## config.mk

```make
export PLATFORM = sky130hd
export DESIGN_NAME = seg_scan_ctrl
export DESIGN_NICKNAME = d
export VERILOG_FILES = /design/src/rtl/seg_scan_ctrl.sv
export SDC_FILE = /design/constraint.sdc
export NUM_CORES = 1
export LEC_CHECK = 0
export ABC_AREA = 0
export CAP_MARGIN = 25
export CORE_ASPECT_RATIO = 0.9
export CORE_MARGIN = 5
export CORE_UTILIZATION = 60
export DETAILED_ROUTE_END_ITERATION = 7
export PLACE_DENSITY = 0.83
export SYNTH_ARGS = -nofsm -noshare
export SYNTH_HDL_FRONTEND = slang
export SYNTH_SLANG_ARGS = --single-unit
export TNS_END_PERCENT = 30
```

## constraint.sdc

```tcl
create_clock -name clk -period 5.6 [get_ports clk]
set_clock_uncertainty 0.1 [all_clocks]
set_input_delay 0.84 -clock clk [delete_from_list [all_inputs] [get_ports clk]]
set_output_delay 0.84 -clock clk [all_outputs]
set_load 0.03 [all_outputs]
```

## src/rtl/seg_scan_ctrl.sv

```systemverilog
// seg_scan_ctrl: multiplexed scan controller for common-anode 7-seg digits.
// One shared decoder, blank gap per slot, frame-aligned shadow updates.
module seg_scan_ctrl #(
  parameter int NUM_DIGITS = 4,
  parameter int SLOT_CYC   = 50000,
  parameter int BLANK_CYC  = 500
) (
  input  logic                    clk,
  input  logic                    rst_n,
  input  logic [4*NUM_DIGITS-1:0] value_in,
  input  logic [NUM_DIGITS-1:0]   dp_in,
  input  logic                    load,
  input  logic                    lz_en,
  output logic [3:0]              nibble,
  output logic                    dp_out,
  output logic [NUM_DIGITS-1:0]   digit_en_n,
  output logic                    frame_start,
  output logic                    pending
);

  localparam int CW = $clog2(SLOT_CYC);
  localparam int IW = $clog2(NUM_DIGITS);
  localparam int VW = 4 * NUM_DIGITS;

  typedef enum logic {
    BLANK,
    SHOW
  } state_t;

  state_t              state;
  state_t              state_n;
  logic [CW-1:0]       cnt;
  logic [CW-1:0]       cnt_n;
  logic [IW-1:0]       idx;
  logic [IW-1:0]       idx_n;
  logic [VW-1:0]       shadow;
  logic [NUM_DIGITS-1:0] shadow_dp;
  logic [VW-1:0]       active;
  logic [NUM_DIGITS-1:0] active_dp;
  logic [VW-1:0]       active_nx;
  logic [NUM_DIGITS-1:0] active_dp_nx;
  logic                lz_q;
  logic                last;
  logic                boundary_n;
  logic                show_entry;
  logic                blank_n;
  logic [NUM_DIGITS-1:0] en_n;

  // True when every nibble and dp bit from digit k upward is zero.
  function automatic logic upper_zero(
    input logic [VW-1:0]         v,
    input logic [NUM_DIGITS-1:0] d,
    input logic [IW-1:0]         k
  );
    logic z;
    z = 1'b1;
    for (int i = 0; i < NUM_DIGITS; i++) begin
      if (i >= int'(k)) begin
        if (v[4*i +: 4] != 4'h0 || d[i]) z = 1'b0;
      end
    end
    return z;
  endfunction

  always_comb begin
    last    = (cnt == CW'(SLOT_CYC - 1));
    cnt_n   = last ? '0 : cnt + 1'b1;
    idx_n   = idx;
    if (last) begin
      idx_n = (idx == IW'(NUM_DIGITS - 1)) ? '0 : idx + 1'b1;
    end
    state_n = (cnt_n < CW'(BLANK_CYC)) ? BLANK : SHOW;
    show_entry = (state == BLANK) && (state_n == SHOW);
    boundary_n = last && (idx == IW'(NUM_DIGITS - 1));
  end

  // Active only moves at the end of the frame-start cycle.
  always_comb begin
    active_nx    = active;
    active_dp_nx = active_dp;
    if (frame_start) begin
      if (load) begin
        active_nx    = value_in;
        active_dp_nx = dp_in;
      end else if (pending) begin
        active_nx    = shadow;
        active_dp_nx = shadow_dp;
      end
    end
  end

  always_comb begin
    blank_n = lz_q && (idx_n != '0) &&
              upper_zero(active_nx, active_dp_nx, idx_n);
    en_n        = '1;
    en_n[idx_n] = 1'b0;
  end

  always_ff @(posedge clk or negedge rst_n) begin
    if (!rst_n) begin
      state       <= BLANK;
      cnt         <= '0;
      idx         <= '0;
      shadow      <= '0;
      shadow_dp   <= '0;
      active      <= '0;
      active_dp   <= '0;
      pending     <= 1'b0;
      lz_q        <= 1'b0;
      nibble      <= 4'h0;
      dp_out      <= 1'b0;
      digit_en_n  <= '1;
      frame_start <= 1'b0;
    end else begin
      state       <= state_n;
      cnt         <= cnt_n;
      idx         <= idx_n;
      frame_start <= boundary_n;
      active      <= active_nx;
      active_dp   <= active_dp_nx;
      if (frame_start) begin
        pending <= 1'b0;
      end else if (load) begin
        shadow    <= value_in;
        shadow_dp <= dp_in;
        pending   <= 1'b1;
      end
      if (cnt_n == '0) lz_q <= lz_en;
      // Nibble settles during the gap; enable follows at show entry.
      if (state_n == BLANK) begin
        nibble     <= active_nx[4*idx_n +: 4];
        digit_en_n <= '1;
        dp_out     <= 1'b0;
      end else if (show_entry) begin
        nibble     <= active_nx[4*idx_n +: 4];
        digit_en_n <= blank_n ? '1 : en_n;
        dp_out     <= active_dp_nx[idx_n];
      end
    end
  end

endmodule

```

==> reports/results.tsv <==
metric	value	unit
cts-hold-fix-buffers	0	
drv_cap	0	
ys_seq_elements	71	
regArea	1780	µm²
ys_seq_area_frac	0.481	
wl	8.33	mm
grt_max_degree	61	
slowest_stage	clkdlybuf4s50_1	
core	6050	µm²
grt_pass1_wl	14.2	mm
drtIter0Drc	196	
grt_pass1_vias	2848	
cts_tree	yes	
path_class	in2reg	
cts_resized	0	
ir_drop	0.194	mV
num_rows	27	
postCtsSetupRepairBufs	0	
finalCritPeriodShare	0.563	
finalHoldViolCount	0	
crit_path_start_kind	input pin	
setup_tns	0	ns
clock_latency	0.34	ns
timing.fmax	0.317	GHz
final_cell_count_no_fill	471	
nFillCells	425	
die_area	7840	µm²
synthArstFlopShare	1.00	
arrival	3.28	ns
path_cells	clkdlybuf4s50_1, clkinv_1, nor2_1, buf_4, mux2_2	
p_leak	0.00179	µW
antenna_found_initial	0	
dp.cells	455	
synth-main-ff-cell	dfrtp_1	
critical_path.endpoint_type	flip-flop	
cts_sinks	71	
dp_hpwl	5.78	mm
vias	2937	
synth_nets	396	
ys_types	57	
root_buffer	clkbuf_8	
rsz0062_at_grt	false	
min_period	3.15	ns
worstMarginPinSlew	0.920	ns
setup_ws	2.45	ns
place_area	4020	µm²
outcome	finished clean	
path_clk_slew	0.07	ns
synth-edff-count	0	
slew_headroom	0.387	
numCtsBuffers	9	
synth_cells	370	
postLayoutCellArea	4200	µm²
hold_class	in2async	
synth_area	3700	µm²
hold_slack	0.265	ns
area_growth	13.5	%
required	5.72	ns
nets	420	
grt_remaining_overflow	0	
final_cell_mix	dfrtp_1, clkdlybuf4s50_1, o21ai_0, nor2_1, nand2_1	
synth.avg_cell_area	10.0	µm²
vias_per_cell	6.24	
critPathMaxFanout	16	
dr.pass1.iters	5	
place_congestion	0.880	
multi_input_area	1720	µm²
drv_slew	0	
track_usage	0.228	
io_buffers	34	
cp_slowest_stage_delay	0.75	ns
final_common_cell	dfrtp_1	
insertedDiodeCount	0	
place_ws	2.10	ns
ctsLongestPathBuffers	2	
drive_gt1_frac	0.138	
ios	35	
drc	0	
start_util	0.612	
powerDensity	239	nW/µm²
h-tree-depth	3	
wire_per_inst	17.7	µm
synth_warnings	0	
finalSetupViolCount	0	
detail-route-antenna-nets	0	
die_h	84.5	µm
die_width	92.8	µm
-- worst max-delay path: cells and delay by family --
family                 cells  cell delay [ns]
buffers and inverters      3             1.47
muxes                      1             0.36
and+or+nand+nor            1             0.61
-- path summary, 6_finish.rpt --
path	startpoint	end	slack [ns]	cells after the start
max in group asynchronous	rst_n	cnt[8]	4.11	2
setup reg to reg	cnt[0]	nibble[2]	2.81	9
setup / recovery	load	shadow[13]	2.45	5
min in group clk	shadow_dp[1]	shadow_dp[1]	0.40	1
hold reg to reg	shadow_dp[1]	shadow_dp[1]	0.40	1
hold / removal	rst_n	active_dp[0]	0.27	1
-- metal layers --
metal | global-route usage | vias up | share of wire
met4 | 0.0546 | 0 | 0.013
met5 | 0 | - | 0
met2 | 0.323 | 108 | 0.46
met1 | 0.341 | 1445 | 0.46
li1 | - | 1374 | -
met3 | 0.0744 | 10 | 0.071
-- synthesized netlist by cell type, drive strengths merged (2+ instances only) --
cell type  count  area share
a221oi         2      0.0047
xnor2         11       0.026
buf           10       0.022
nor4b          2      0.0064
nor3           5      0.0068
o31ai          2      0.0078
a221o          2      0.0054
ha             2      0.0068
nor2          29       0.029
nor4           7       0.012
and2           5      0.0085
clkbuf        15       0.016
nand3b         8       0.016
dfstp          4       0.028
a211oi         4      0.0081
o211ai         2      0.0041
xor2           7       0.017
mux2          22       0.067
a32oi          4      0.0095
nor2b          5      0.0085
nand2b         5      0.0085
and4b          2      0.0057
dfrtp         67        0.45
nand3         15       0.025
nand2         25       0.025
and3           5      0.0085
and4bb         2      0.0068
nand4          5       0.013
o21ai         32       0.043
a31oi          6       0.010
inv           13       0.013
o22ai         11       0.019
a21oi         17       0.023
clkinv         2      0.0020
mux2i          4       0.011
-- metrics by stage --
stage / utilization / power [µW]
2_1_floorplan: - / 579
6_report: 0.695 / 1000
3_3_place_gp: 0.664 / 618
4_1_cts: 0.695 / 1010
5_1_grt: 0.695 / 1050
3_5_place_dp: 0.664 / 620
-- where the power goes --
part,switching [µW],total (µW),internal (µW)
combinational,34.2,70.4,36.2
clock,189,394,205
sequential,9.53,541,531
-- area by class of cell --
class | count | area share
sequential | 71 | 0.424
multi-input combinational | 259 | 0.410
timing repair buffer | 38 | 0.0870
clock buffer | 12 | 0.0322
tap | 72 | 0.0214
inverter | 15 | 0.0134
clock inverter | 4 | 0.0113
-- state kept, by name, summed over array words and instances, names as in the netlist --
signal and cells:
active 16, cnt 16, shadow 16, active_dp 4, digit_en_n 4, nibble 4
shadow_dp 4, idx 2, dp_out 1, frame_start 1, lz_q 1, pending 1
state 1
-- cell families (layout without fill, tap and decap cells) --
| kind of cell | count (synthesis) | in the layout | synth area share |
|---|---|---|---|
| multiplexers | 26 | 26 | 0.0778 |
| XOR/XNOR | 18 | 18 | 0.0426 |
| buffers and inverters | 40 | 69 | 0.0527 |
| AO/OA/AOI/OAI | 89 | 89 | 0.150 |
| flip-flops | 71 | 71 | 0.481 |
| adder cells (fa/ha/maj) | 2 | 2 | 0.00676 |
| AND/OR/NAND/NOR | 124 | 124 | 0.188 |
Power figures use the tool's default switching activity.
